[config.mk]
export PLATFORM = sky130hd
export DESIGN_NAME = npc_mc_core
export DESIGN_NICKNAME = d
export VERILOG_FILES = /design/src/rtl/npc_mc_core.sv
export SDC_FILE = /design/constraint.sdc
export NUM_CORES = 2
export LEC_CHECK = 0
export ABC_AREA = 0
export CORE_UTILIZATION = 63
export DETAILED_ROUTE_END_ITERATION = 10
export PLACE_DENSITY = 0.86
export SYNTH_ARGS = -nofsm -noshare
export SYNTH_HDL_FRONTEND = slang
export SYNTH_SLANG_ARGS = --single-unit
[constraint.sdc]
create_clock -name clk -period 9.9 [get_ports clk]
set_clock_uncertainty 0.15 [all_clocks]
set_input_delay 1.485 -clock clk [delete_from_list [all_inputs] [get_ports clk]]
set_output_delay 1.485 -clock clk [all_outputs]
set_load 0.02 [all_outputs]
[src/rtl/npc_mc_core.sv]
// npc_mc_core: multi-cycle RV32I/E subset core (LUI, AUIPC, JAL, JALR, ADDI,
// ADD, SUB, EBREAK) with a valid/ack instruction-fetch handshake.
// Each instruction takes one FETCH phase (>= 1 cycle, bounded by FETCH_TIMEOUT)
// and one EXEC cycle; retirement is reported on the commit port one cycle later.
//
// Ports:
//   clk, rst            clock, synchronous active-high reset
//   inst_req/inst_addr  fetch request and address (address = pc)
//   inst_valid/inst     instruction return, captured while inst_req is high
//   pc                  architectural program counter
//   commit_*            one-cycle retirement report (pc, rd, written value)
//   halted/halt_code    stop indication: 1 good trap, 2 bad trap, 3 illegal,
//                       4 fetch timeout, 5 misaligned jump target
module npc_mc_core #(
  parameter int                XLEN          = 32,
  parameter int                NR_GPR        = 32,
  parameter logic [XLEN-1:0]   RESET_PC      = 32'h8000_0000,
  parameter int                FETCH_TIMEOUT = 255
) (
  input  logic            clk,
  input  logic            rst,
  output logic            inst_req,
  output logic [XLEN-1:0] inst_addr,
  input  logic            inst_valid,
  input  logic [31:0]     inst,
  output logic [XLEN-1:0] pc,
  output logic            commit_valid,
  output logic [XLEN-1:0] commit_pc,
  output logic [4:0]      commit_rd,
  output logic [XLEN-1:0] commit_wdata,
  output logic            halted,
  output logic [2:0]      halt_code
);

  if (XLEN != 32) begin : g_xlen_chk
    $error("npc_mc_core: only XLEN=32 is supported");
  end
  if (NR_GPR != 32 && NR_GPR != 16) begin : g_gpr_chk
    $error("npc_mc_core: NR_GPR must be 32 or 16");
  end

  localparam int          IDX_W    = $clog2(NR_GPR);
  localparam logic [5:0]  NR_GPR_L = 6'(NR_GPR);
  localparam logic [31:0] TMO      = 32'(FETCH_TIMEOUT);

  typedef enum logic [1:0] {S_FETCH, S_EXEC, S_HALT} state_t;

  state_t          state, state_nxt;
  logic [2:0]      halt_code_q, halt_code_nxt;
  logic [31:0]     tmo_cnt;
  logic [XLEN-1:0] pc_q;
  logic [31:0]     ir_p0;
  logic [XLEN-1:0] gpr [NR_GPR];

  logic            vld_p1;
  logic [XLEN-1:0] commit_pc_p1, commit_wdata_p1;
  logic [4:0]      commit_rd_p1;

  function automatic logic idx_ok(input logic [4:0] idx);
    return {1'b0, idx} < NR_GPR_L;
  endfunction

  // ---- p0: decode of the captured instruction (valid during EXEC) ----
  logic [6:0]      opcode, funct7;
  logic [2:0]      funct3;
  logic [4:0]      rd, rs1, rs2;
  logic [XLEN-1:0] imm_i, imm_u, imm_j;
  logic [XLEN-1:0] rs1_val, rs2_val, a0_val;
  logic            is_lui, is_auipc, is_jal, is_jalr, is_addi, is_add, is_sub;
  logic            is_ebreak, uses_rd, uses_rs1, uses_rs2, legal;

  assign opcode = ir_p0[6:0];
  assign rd     = ir_p0[11:7];
  assign funct3 = ir_p0[14:12];
  assign rs1    = ir_p0[19:15];
  assign rs2    = ir_p0[24:20];
  assign funct7 = ir_p0[31:25];
  assign imm_i  = {{20{ir_p0[31]}}, ir_p0[31:20]};
  assign imm_u  = {ir_p0[31:12], 12'b0};
  assign imm_j  = {{11{ir_p0[31]}}, ir_p0[31], ir_p0[19:12], ir_p0[20], ir_p0[30:21], 1'b0};

  assign is_lui    = (opcode == 7'b0110111);
  assign is_auipc  = (opcode == 7'b0010111);
  assign is_jal    = (opcode == 7'b1101111);
  assign is_jalr   = (opcode == 7'b1100111) && (funct3 == 3'b000);
  assign is_addi   = (opcode == 7'b0010011) && (funct3 == 3'b000);
  assign is_add    = (opcode == 7'b0110011) && (funct3 == 3'b000) && (funct7 == 7'b0000000);
  assign is_sub    = (opcode == 7'b0110011) && (funct3 == 3'b000) && (funct7 == 7'b0100000);
  assign is_ebreak = (ir_p0 == 32'h0010_0073);

  assign uses_rs2 = is_add | is_sub;
  assign uses_rs1 = is_jalr | is_addi | uses_rs2;
  assign uses_rd  = is_lui | is_auipc | is_jal | uses_rs1;

  // Register indices beyond NR_GPR (RV32E) make an otherwise valid encoding illegal.
  assign legal = is_ebreak ||
                 (uses_rd && idx_ok(rd) && (!uses_rs1 || idx_ok(rs1)) &&
                  (!uses_rs2 || idx_ok(rs2)));

  assign rs1_val = (rs1 != 5'd0 && idx_ok(rs1)) ? gpr[rs1[IDX_W-1:0]] : '0;
  assign rs2_val = (rs2 != 5'd0 && idx_ok(rs2)) ? gpr[rs2[IDX_W-1:0]] : '0;
  assign a0_val  = gpr[IDX_W'(10)];

  // ---- p0 -> p1: execute, retire and write back at the closing EXEC edge ----
  logic [XLEN-1:0] wdata, target, pc_plus4;
  logic            is_jump, misaligned, retire, wr_en;

  assign pc_plus4 = pc_q + XLEN'(4);

  always_comb begin
    wdata   = '0;
    target  = pc_plus4;
    is_jump = 1'b0;
    if (is_lui) begin
      wdata = imm_u;
    end else if (is_auipc) begin
      wdata = pc_q + imm_u;
    end else if (is_jal) begin
      wdata   = pc_plus4;
      target  = pc_q + imm_j;
      is_jump = 1'b1;
    end else if (is_jalr) begin
      // Link value comes from the old pc, target from the old rs1, so rd==rs1 is safe.
      wdata   = pc_plus4;
      target  = (rs1_val + imm_i) & ~XLEN'(1);
      is_jump = 1'b1;
    end else if (is_addi) begin
      wdata = rs1_val + imm_i;
    end else if (is_add) begin
      wdata = rs1_val + rs2_val;
    end else if (is_sub) begin
      wdata = rs1_val - rs2_val;
    end
  end

  assign misaligned = is_jump && target[1];
  assign retire     = (state == S_EXEC) && legal && !misaligned && !rst;
  assign wr_en      = retire && uses_rd && (rd != 5'd0);

  always_comb begin
    state_nxt     = state;
    halt_code_nxt = halt_code_q;
    unique case (state)
      S_FETCH: begin
        if (inst_valid) begin
          state_nxt = S_EXEC;
        end else if (TMO != 32'd0 && (tmo_cnt + 32'd1) == TMO) begin
          state_nxt     = S_HALT;
          halt_code_nxt = 3'd4;
        end
      end
      S_EXEC: begin
        if (!legal) begin
          state_nxt     = S_HALT;
          halt_code_nxt = 3'd3;
        end else if (misaligned) begin
          state_nxt     = S_HALT;
          halt_code_nxt = 3'd5;
        end else if (is_ebreak) begin
          state_nxt     = S_HALT;
          halt_code_nxt = (a0_val == '0) ? 3'd1 : 3'd2;
        end else begin
          state_nxt = S_FETCH;
        end
      end
      default: state_nxt = S_HALT;
    endcase
  end

  always_ff @(posedge clk) begin
    if (rst) begin
      state       <= S_FETCH;
      halt_code_q <= 3'd0;
      tmo_cnt     <= 32'd0;
      pc_q        <= RESET_PC;
      vld_p1      <= 1'b0;
    end else begin
      state       <= state_nxt;
      halt_code_q <= halt_code_nxt;
      tmo_cnt     <= (state == S_FETCH && !inst_valid) ? tmo_cnt + 32'd1 : 32'd0;
      if (retire) begin
        pc_q <= target;
      end
      vld_p1 <= retire;
    end
  end

  always_ff @(posedge clk) begin
    if (state == S_FETCH && inst_valid) begin
      ir_p0 <= inst;
    end
    if (wr_en) begin
      gpr[rd[IDX_W-1:0]] <= wdata;
    end
    if (retire) begin
      commit_pc_p1    <= pc_q;
      commit_rd_p1    <= wr_en ? rd : 5'd0;
      commit_wdata_p1 <= wr_en ? wdata : '0;
    end
  end

  // ---- p1: outputs; commit fields read zero whenever no commit is reported ----
  always_comb begin
    inst_req     = (state == S_FETCH);
    halted       = (state == S_HALT);
    inst_addr    = pc_q;
    pc           = pc_q;
    halt_code    = halt_code_q;
    commit_valid = vld_p1;
    commit_pc    = vld_p1 ? commit_pc_p1 : '0;
    commit_rd    = vld_p1 ? commit_rd_p1 : 5'd0;
    commit_wdata = vld_p1 ? commit_wdata_p1 : '0;
  end

endmodule

==> impl_metrics.py <==
metrics = {
    "run_status": {
        "status": "complete, but fails checks",
        "violations": "design-rule violations, max-capacitance violations, max-slew violations",
    },
    "sta": {
        "period_share": 0.892,
        "worstMarginPinSlew_ns": 1.57,
        "setup_slack_ns": 1.07,
        "maxSlewHeadroom": -0.0498,
        "fmax_mhz": 113,
        "rsz0062_at_grt": "false",
        "period_needed_ns": 8.83,
        "setup_viol": 0,
        "finalHoldViolCount": 0,
        "tns_ns": 0,
        "maxSlewViolCount": 8,
    },
    "route": {
        "vias": 47002,
        "drt_wl_total_mm": 227,
        "route.detailed.drc": 2,
        "avgViaCountPerCell": 7.91,
        "first_pass_iters": 11,
        "drt-wirelength-per-cell_um": 38.3,
        "drt_iter0_markers": 8484,
        "postRouteAntennaNets": 0,
    },
    "placement": {
        "gp_congestion": 1.01,
        "dpl.hpwl_mm": 135,
        "port_buffers": 170,
        "place_area_um2": 67600,
        "place_ws_ns": 1.53,
    },
    "layout": {
        "area_growth_pct": 11.3,
        "fill_cells": 5805,
        "final-seq-area_um2": 35400,
        "drive_gt1_frac": 0.211,
        "mostFrequentLayoutCells": "edfxtp_1 (1124), mux4_2 (543), nand2_1 (281), nor2_1 (237), a21oi_1 (200)",
        "multi_input_area_um2": 27500,
        "nets": 4641,
        "layout_commonest_cell": "edfxtp_1",
        "stdcell_area_um2": 71600,
    },
    "power": {
        "power.leakage_uw": 0.0237,
        "ir_drop_mv": 0.166,
        "power_density_nw_per_um2": 182,
    },
    "synthesis": {
        "ys_types": 106,
        "yosysSeqAreaShare": 0.549,
        "async_flop_share": 0,
        "syn_area_um2": 64400,
        "synthCells": 4348,
        "ys_ff_latch": 1203,
        "avgSynthCellArea_um2": 14.8,
        "ys.flop_type": "edfxtp_1",
        "synth_edf_count": 1124,
        "yosys_warnings": 0,
    },
    "cts": {
        "hold_buffers": 0,
        "postCtsSetupRepairBufs": 0,
        "clock_latency_ns": 0.79,
        "cts_sinks": 1203,
        "cts_buffers": 115,
        "cts_resized": 0,
        "htreeDepth": 3,
        "tritoncts": "yes",
        "clockBufferDepth": 3,
        "cts_root_buf": "clkbuf_16",
        "clk_pin_slew_worst_paths_ns": 0.07,
    },
    "grt": {
        "grt_remaining_overflow": 0,
        "grt_max_degree": 134,
        "grt_first_pass_wirelength_mm": 324,
        "antenna_found_initial": 10,
        "grt_pass1_vias": 46259,
        "track_usage": 0.442,
    },
    "critical_path": {
        "path_cells": "buf_4 > mux4_2 > mux4_2 > nand2_1 > a21oi_1 > ha_1 > nor2b_1 > o21ai_0 > a311oi_1 > a311oi_1 > a22oi_1 > a211oi_1 > o31ai_1 > a211oi_1 > o31a_1 > o31ai_1 > xnor2_1 > o2111ai_1 > o21ai_0 > nand2_1",
        "crit_required_ns": 9.91,
        "start_kind": "flip-flop",
        "crit_arrival_ns": 8.84,
        "crit_fanout": 43,
        "cp_slowest_stage_delay_ns": 0.89,
        "slowest_stage": "a21oi_1",
        "critical_path_class": "flip-flop to flip-flop",
        "endpoint_kind": "flip-flop",
    },
    "run": {
        "maxCapViolCount": 2,
    },
    "floorplan": {
        "core-area_um2": 101000,
        "start_util": 0.639,
        "dieArea_um2": 103000,
        "ios": 174,
        "fp.dieW_um": 322,
        "fp.dieH_um": 322,
        "rows": 116,
    },
    "min_path": {
        "min_path_type": "flip-flop to flip-flop",
    },
}
-- logic make-up after synthesis --
| family | count (synthesis) | share of synthesized area |
|---|---|---|
| mux | 666 | 0.216 |
| fa+ha+maj | 130 | 0.0256 |
| simple gates | 999 | 0.0751 |
| compound gates | 749 | 0.0775 |
| buf+inv | 421 | 0.0319 |
| other cells | 1 | 0.0000583 |
| flops | 1203 | 0.549 |
| xor+xnor | 179 | 0.0248 |
-- routing by layer --
layer	GRT usage	share of wire	vias up
met5	0	0.00032	-
met4	0.322	0.096	6
li1	-	-	17697
met2	0.662	0.44	5184
met3	0.172	0.17	1519
met1	0.520	0.29	22596
-- power by group --
group / total, µW / leakage (µW) / internal [µW] / switching (µW)
clock network: 4710 / 0.00192 / 2640 / 2070
logic: 2730 / 0.0110 / 1030 / 1700
registers: 5610 / 0.0108 / 5520 / 95.6
-- layout make-up --
cell class | count | area share
sequential | 1203 | 0.494
clock inverter | 74 | 0.0125
timing repair buffer | 289 | 0.0372
multi-input combinational | 2758 | 0.384
tap | 1357 | 0.0237
inverter | 115 | 0.00603
clock buffer | 141 | 0.0428
antenna | 5 | 0.000175
-- sequential cells by signal, summed over array words and instances, names as in the netlist, named ones only --
register / cells
commit_rd_p1: 5
commit_valid: 1
commit_wdata_p1: 32
inst_addr: 31
gpr: 1024
commit_pc_p1: 31
tmo_cnt: 32
halt_code: 3
state: 2
ir_p0: 32
-- final timing paths --
check / from / end / slack [ns] / cells past startpoint
worst min-delay path: halt_code[0] / halt_code[0] / 0.31 / 2
worst max-delay path: flip-flop / gpr[21][31] / 1.07 / 20
worst min register to register: halt_code[0] / halt_code[0] / 0.31 / 2
worst max register to register: flip-flop / gpr[21][31] / 1.07 / 20
-- through the flow --
step	cells	total power [µW]	hold WS, ns	utilization
floorplan	4382	7550	0.275	-
global placement	5721	8220	0.291	0.672
finish	5942	13100	0.310	0.711
global route	5938	13300	0.347	0.711
CTS	5936	12900	0.315	0.711
detailed placement	5721	8260	0.302	0.672
-- cells in the mapped netlist (all sizes together) (7+ instances only) --
library cell / count / area, µm²
nand2b: 20 / 125
nor4: 30 / 224
ha: 119 / 1490
o21a: 15 / 113
or2: 8 / 50.1
nor2b: 30 / 188
mux4: 570 / 12900
mux2i: 83 / 831
nand3b: 10 / 75.1
nor2: 278 / 1050
a211oi: 27 / 208
a31oi: 23 / 144
xnor2: 119 / 1050
buf: 151 / 1040
o22ai: 46 / 288
a41oi: 7 / 61.3
o21bai: 21 / 158
edfxtp: 1124 / 33800
o221ai: 20 / 175
and3: 27 / 169
a22o: 13 / 114
clkbuf: 155 / 582
a211o: 7 / 61.3
nand4: 25 / 156
mux2: 13 / 146
or3: 21 / 136
o21ai: 148 / 759
o211ai: 11 / 82.6
a221oi: 30 / 282
dfxtp: 79 / 1580
xor2: 60 / 544
nor3: 70 / 362
a22oi: 33 / 253
a21boi: 8 / 60.1
nand2: 282 / 1060
and2: 108 / 681
o31ai: 20 / 165
inv: 113 / 424
a21o: 47 / 353
nand3: 57 / 290
or4: 17 / 131
a2111oi: 9 / 97.6
a21oi: 203 / 1020
-- worst max-delay path: cells and delay by family (launching register included) --
family / cells / cell delay, ns
AO/OA/AOI/OAI: 12 / 4.26
XOR/XNOR: 1 / 0.16
buffers and inverters: 1 / 0.57
adder cells (fa/ha/maj): 1 / 0.41
multiplexers: 2 / 0.57
flip-flops: 1 / 0.87
AND/OR/NAND/NOR: 3 / 1.09
Power figures use the tool's default switching activity.
